## src/rtl/pipe_pkg.sv

```systemverilog
// Shared types for the skid-buffered pipeline register.
package pipe_pkg;

    // Encoding doubles as the entry count held by the block.
    typedef enum logic [1:0] {
        EMPTY = 2'b00,
        BUSY  = 2'b01,
        FULL  = 2'b10
    } pipe_state_t;

    localparam int OCC_W = 2;

endpackage

```

## src/rtl/pipe_data_reg.sv

```systemverilog
// Payload register with load enable and synchronous clear.
module pipe_data_reg #(
    parameter int WIDTH = 8
) (
    input  logic             clk,
    input  logic             rst,
    input  logic             clr,
    input  logic             ld,
    input  logic [WIDTH-1:0] d,
    output logic [WIDTH-1:0] q
);

    // Reset and clear both force zero; a clear beats a same-cycle load.
    always_ff @(posedge clk) begin
        if (rst || clr) q <= '0;
        else if (ld)    q <= d;
    end

endmodule

```

## src/rtl/pipe_skid_reg.sv

```systemverilog
// Two-entry skid pipeline register: full throughput with fully registered
// in_ready/out_valid. Optional stall statistics enabled by PIPE_SKID_STATS_EN.
module pipe_skid_reg
    import pipe_pkg::*;
#(
    parameter int WIDTH = 8,
    parameter int CNT_W = 16
) (
    input  logic             clk,
    input  logic             rst,
    input  logic             flush,
    input  logic             in_valid,
    output logic             in_ready,
    input  logic [WIDTH-1:0] in_data,
    output logic             out_valid,
    input  logic             out_ready,
    output logic [WIDTH-1:0] out_data,
    output logic [OCC_W-1:0] occupancy
`ifdef PIPE_SKID_STATS_EN
    ,
    output logic [CNT_W-1:0] stall_cnt
`endif
);

    pipe_state_t      state, state_n;
    logic             in_fire, out_fire;
    logic             main_ld, skid_ld, main_from_skid;
    logic [WIDTH-1:0] main_d, main_q, skid_q;

    // Handshake flags come only from registered state.
    assign out_valid = (state != EMPTY);
    assign in_ready  = (state != FULL);
    assign in_fire   = in_valid & in_ready;
    assign out_fire  = out_valid & out_ready;
    assign out_data  = main_q;
    assign main_d    = main_from_skid ? skid_q : in_data;

    // State register; flush empties the block regardless of handshakes.
    always_ff @(posedge clk) begin
        if (rst)        state <= EMPTY;
        else if (flush) state <= EMPTY;
        else            state <= state_n;
    end

    // Next state and register load enables.
    always_comb begin
        state_n        = state;
        main_ld        = 1'b0;
        skid_ld        = 1'b0;
        main_from_skid = 1'b0;
        case (state)
            EMPTY: begin
                if (in_fire) begin
                    main_ld = 1'b1;
                    state_n = BUSY;
                end
            end
            BUSY: begin
                if (in_fire && out_fire) begin
                    main_ld = 1'b1;
                end else if (in_fire) begin
                    skid_ld = 1'b1;
                    state_n = FULL;
                end else if (out_fire) begin
                    state_n = EMPTY;
                end
            end
            FULL: begin
                if (out_fire) begin
                    main_ld        = 1'b1;
                    main_from_skid = 1'b1;
                    state_n        = BUSY;
                end
            end
            default: state_n = EMPTY;
        endcase
    end

    // Occupancy decode from state.
    always_comb begin
        case (state)
            BUSY:    occupancy = 2'd1;
            FULL:    occupancy = 2'd2;
            default: occupancy = 2'd0;
        endcase
    end

    pipe_data_reg #(.WIDTH(WIDTH)) u_main (
        .clk (clk),
        .rst (rst),
        .clr (flush),
        .ld  (main_ld),
        .d   (main_d),
        .q   (main_q)
    );

    pipe_data_reg #(.WIDTH(WIDTH)) u_skid (
        .clk (clk),
        .rst (rst),
        .clr (flush),
        .ld  (skid_ld),
        .d   (in_data),
        .q   (skid_q)
    );

`ifdef PIPE_SKID_STATS_EN
    // Saturating count of cycles the downstream holds off a valid entry;
    // survives flush so stall history is kept across pipeline clears.
    always_ff @(posedge clk) begin
        if (rst)
            stall_cnt <= '0;
        else if (out_valid && !out_ready && (stall_cnt != {CNT_W{1'b1}}))
            stall_cnt <= stall_cnt + 1'b1;
    end
`endif

endmodule

```

## config.mk

```make
export PLATFORM = sky130hd
export DESIGN_NAME = pipe_skid_reg
export DESIGN_NICKNAME = d
export VERILOG_FILES = /design/src/rtl/pipe_pkg.sv /design/src/rtl/pipe_data_reg.sv /design/src/rtl/pipe_skid_reg.sv
export SDC_FILE = /design/constraint.sdc
export NUM_CORES = 1
export LEC_CHECK = 0
export CAP_MARGIN = 20
export CORE_ASPECT_RATIO = 1.1
export CORE_UTILIZATION = 40
export DETAILED_ROUTE_END_ITERATION = 8
export PLACE_DENSITY = 0.79
export SLEW_MARGIN = 15
export SYNTH_ARGS = -nofsm -noshare
export SYNTH_HDL_FRONTEND = slang
export SYNTH_HIERARCHICAL = 1
export SYNTH_SLANG_ARGS = --single-unit
```

## constraint.sdc

```tcl
create_clock -name clk -period 1.63 [get_ports clk]
set_input_delay 0.2445 -clock clk [delete_from_list [all_inputs] [get_ports clk]]
set_output_delay 0.2445 -clock clk [all_outputs]
set_load 0.05 [all_outputs]
```

# Word-level counts from Yosys, hierarchy flattened
# Index checks and enable logic that the tools add are counted.
[op_classes]
reduce_logical = 6
bitwise = 2
n_eq_ne = 7
muxes = 15
[ops]
columns = ["operator", "n"]
rows = [
  ["2-bit two-way mux", 5],
  ["8-bit two-way mux", 1],
  ["2-bit inequality test (second input constant)", 4],
  ["1-bit two-way mux", 6],
  ["2-bit case mux with 3 select lines", 1],
  ["2-bit case mux with 2 select lines", 1],
  ["4-bit AND reduction", 1],
  ["3-bit inequality test (second input constant)", 1],
  ["1-bit case mux with 3 select lines", 1],
  ["1-bit AND", 2],
  ["2-bit by 1-bit equality test with 1-bit output (second input constant)", 1],
  ["2-bit equality test (second input constant)", 1],
  ["2-bit zero test", 1],
  ["2-bit nonzero test", 1],
  ["2-bit OR reduction", 1],
  ["1-bit logical AND", 1],
  ["1-bit logical OR", 1],
]
[word_totals]
output_inout_bits = 12
ff_bits = 18
inputBits = 13

# Longest topological paths before layout
# Gate-level depths: netlist of the first run.
[depth]
ltp_word = 6
ltp_mapped = 6
mapped_depth_nobuf = 5

# Hierarchy
# The synthesis of the first run kept the hierarchy.
[by_module_without_submodules]
columns = ["module", "instances", "cells_per_inst", "area_per_inst_um2"]
rows = [
  ["pipe_data_reg", 2, 27, 295.3],
  ["pipe_skid_reg", 1, 23, 229.0],
]

# Worst setup path before layout of the first run
# OpenSTA, ideal clock, no wires.
[synth_timing]
path_kind = "flip-flop to flip-flop"
start = "reg state[0]"
end = "reg u_skid.q[0]"
t_arrival_ps = 1459
stages_incl_launch_ff = 7
required_ps = 1516
setup_time_ps = 114
setup_slack_ps = 56
cell_sequence = "dfxtp_1 > and2b_1 > nand2_1 > nor2_1 > buf_4 > mux2i_1 > nor2_1"
[synth_via]
elab_chain_len = 5
word_cells_on_any_way = 9
classes_between = "2 x eq/ne; 3 x mux; 2 x bitwise; 2 x reduce/logical"
[synth_lines]
columns = ["item", "line", "rtl"]
rows = [
  ["start: declaration", "pipe_skid_reg.sv:25", "pipe_state_t state, state_n;"],
  ["start signal: assignment", "pipe_skid_reg.sv:42", "else state <= state_n;"],
  ["2-bit inequality test or 2-bit nonzero test (tied branches)", "pipe_skid_reg.sv:32, pipe_skid_reg.sv:31", ""],
  ["1-bit AND (on tied branches)", "pipe_skid_reg.sv:33, pipe_skid_reg.sv:34", ""],
  ["1-bit two-way mux or 1-bit logical AND (tied branches)", "pipe_skid_reg.sv:61, pipe_skid_reg.sv:59", ""],
  ["1-bit two-way mux", "pipe_skid_reg.sv:59", "if (in_fire && out_fire) begin"],
  ["1-bit two-way mux *", "pipe_skid_reg.sv:51", "case (state)"],
  ["named net skid_ld", "pipe_skid_reg.sv:27", "logic main_ld, skid_ld, main_from_skid;"],
  ["end signal: assignment", "pipe_data_reg.sv:15", "if (rst || clr) q <= '0;"],
  ["end signal: assignment", "pipe_data_reg.sv:16", "else if (ld) q <= d;"],
  ["end: declaration", "pipe_data_reg.sv:10", "output logic [WIDTH-1:0] q"],
]
# Mark *: on every way through the listed nets, which the timed path passes. The rest lies on a longest branch.
# A chain may end at the register's enable or synchronous reset.

# Final worst setup path of the first run
[layout_timing]
start = "reg state[0]"
end = "reg u_skid.q[5]"
# The elaborated chain is that of the path after synthesis.

==> results.tsv, run 1 <==
stage	metric	value	unit
route	routed vias	648	
layout	final net count	121	
synth	EDFF count, synth	0	
grt	antenna violations before repair	0	
synth	Synth Cell Area	820	um2
synth	Ys Warns	6	
timing	part of the cycle the worst path needs	0.888	
timing	minimum clock period	1450	ps
timing	Fin Clk Skew	8.03	ps
placed_design	DPL Wire Length	1.23	mm
synth	Yosys cell types	18	
synth	post-synthesis instance total	77	
route	WL per Instance	12.0	um
cts	Clock transition at path regs	110	ps
grt	first-pass GRT wire length	2.72	mm
timing	crit path setup slack, layout	182	ps
worst_setup_path	critical path class	register to register	
worst_setup_path	CP Max Fanout	5	
min_path	Hold Crit Start	u_skid/q[4]$_SDFFE_PP0P_	
grt	total gr overflow	0	
pwr	P per Cell Area	773	nW/um2
synth	syn_area_per_cell	10.6	um2
worst_setup_path	CP endpoint kind	register	
outcome	status	complete, no violations	
cts	clk buf depth	2	
placed_design	placed cell area	1110	um2
route	router iterations before antenna repair	4	
grt	largest net degree at the start of global routing	11	
cts	post-CTS setup buffers	0	
layout	fin area	1140	um2
placed_design	GPL Wtd Cong	0.793	
cts	Root Buffer	clkbuf_4	
grt	vias in the first global route	625	
placed_design	Port Buf Inserts	24	
route	Initial DRC Count	7	
floorplanning	Die Wd	45.2	um
cts	# hold bufs at CTS	0	
synth	Synth Register Bits	18	
synth	most frequent cell after synthesis	dfxtp_1	
timing	Final Hold Violating Endpoints	0	
grt	Tot GR Track Use	0.172	
pwr	Max VDD drop	0.574	mV
timing	count of pins over their slew limit	0	
cts	CTS sink cnt	18	
run	total of max-cap violations	0	
floorplanning	io pins	25	
timing	RSZ-0062 raised after global routing	no	
route	DR vias/cell	4.84	
layout	# diodes	0	
worst_setup_path	R2R Path Start	state[0]$_SDFFE_PP0P_	
pwr	static leakage	0.460	nW
route	DRC	0	
timing	worst slew pin tran	319	ps
synth	Area contributors post-synth	dfxtp_1, mux2i_1, mux2_2	
cts	post-cts resize count	0	
worst_setup_path	Critical Path AT	1630	ps
worst_setup_path	Crit. Startpoint	state[0]$_SDFFE_PP0P_	
synth	post-synth top area cell	dfxtp_1	
synth	Synth top area share	0.440	
route	final WL	1.61	mm
cts	Clk Latency, worst-skew pair	300	ps
timing	relative slew slack	0.788	
pwr	Overall Power	0.885	mW
route	antenna viol nets, final	0	
cts	CTS tree	yes	
worst_setup_path	required time worst endpoint	1810	ps
floorplanning	Die Ht	49.5	um
cts	Num CTS Buffers	3	
floorplanning	full die area	2230	um2
worst_setup_path	Startpoint Class	register	
layout	Finished Core Util	0.622	
layout	area grow syn2layout	39.7	%
timing	final setup TNS	0	ps
timing	Fmax achieved	691	MHz
timing	Setup Viol. Count Final	0	
floorplanning	initial core utilization	0.445	
layout	share of cells above drive strength 1	0.327	
cts	H-tree depth	1	
synth	Async SR Flop Fraction	0	
floorplanning	core area	1840	um2
min_path	HP Class	register to register	
synth	most common library cells after synthesis	dfxtp_1, nor2_1, mux2i_1	
synth	sequential-to-total area share from yosys stat	0.440	
synth	Synth Flop Type	dfxtp_1	
placed_design	Placement Setup Slack	-28.9	ps
floorplanning	# rows	16	
synth	Mapped Nets	90	
## path summary, 6_finish.rpt
check	depth (start not counted)	slack, ps	to
worst min-delay path	2	500	u_skid/q[4]$_SDFFE_PP0P_
worst max-delay path	6	180	u_skid/q[5]$_SDFFE_PP0P_
worst max register to register	6	180	u_skid/q[5]$_SDFFE_PP0P_
worst min register to register	2	500	u_skid/q[4]$_SDFFE_PP0P_
## cells in the final DEF, fill, tap and decap left out, drive strengths merged
master and count:
or3 1, and2b 1, mux2i 16, nand2b 1, a2111oi 1, dfxtp 18
clkdlybuf4s50 12, clkbuf 4, or2 3, mux2 8, buf 18, nand2 3
nand3b 1, nor2b 1, nor2 17, a311oi 1, inv 1
## per-stage QoR
| step | std cells | hold WS, ps |
|---|---|---|
| 2_1_floorplan | 77 | 312 |
| 3_3_place_gp | 130 | 470 |
| 3_5_place_dp | 130 | 483 |
| 4_1_cts | 134 | 505 |
| 5_1_grt | 134 | 536 |
| 6_report | 134 | 504 |
## critical path, cell delays in order, from the launching register on
cell,delay (ps)
dfxtp_1,420
and2b_1,210
nand2_1,100
nor2_1,150
buf_4,190
mux2i_1,190
nor2_1,50
## registers in the layout, summed over array words and instances, names as in the netlist
register,count
u_main/q,8
state,2
u_skid/q,8
## layout make-up
| type | instances | area [um2] |
|---|---|---|
| timing repair buffer | 30 | 293 |
| inverter | 1 | 3.75 |
| sequential | 18 | 360 |
| clock buffer | 4 | 36.3 |
| tap | 27 | 33.8 |
| fill | 176 | 697 |
| multi-input combinational | 54 | 418 |
## metal layers
layer	vias up	global-route usage	part of all wire
li1	320	-	-
met3	5	0.0330	0.050
met2	22	0.278	0.50
met1	301	0.202	0.42
met4	0	0.106	0.028
met5	-	0	0
## cells by family (layout without fill, tap and decap cells)
group / after synthesis / count (layout) / synth area share
AOI/OAI and AO/OA: 2 / 2 / 0.0366
DFF: 18 / 18 / 0.440
muxes: 24 / 24 / 0.305
buffers and inverters: 5 / 35 / 0.0504
and+or+nand+nor: 28 / 28 / 0.168
## report_power, final
part | switching (mW) | internal [mW]
Clock | 0.141 | 0.136
Combinational | 0.0768 | 0.0767
Sequential | 0.00587 | 0.449
Note: power is estimated with default switching activity, not from simulation.
==> run 2: changes to the inputs <==
- SKIP_CTS_REPAIR_TIMING: unset -> 1
==> results of run 2 <==
The final DEF is identical to that of run 1; final timing and power are the same.
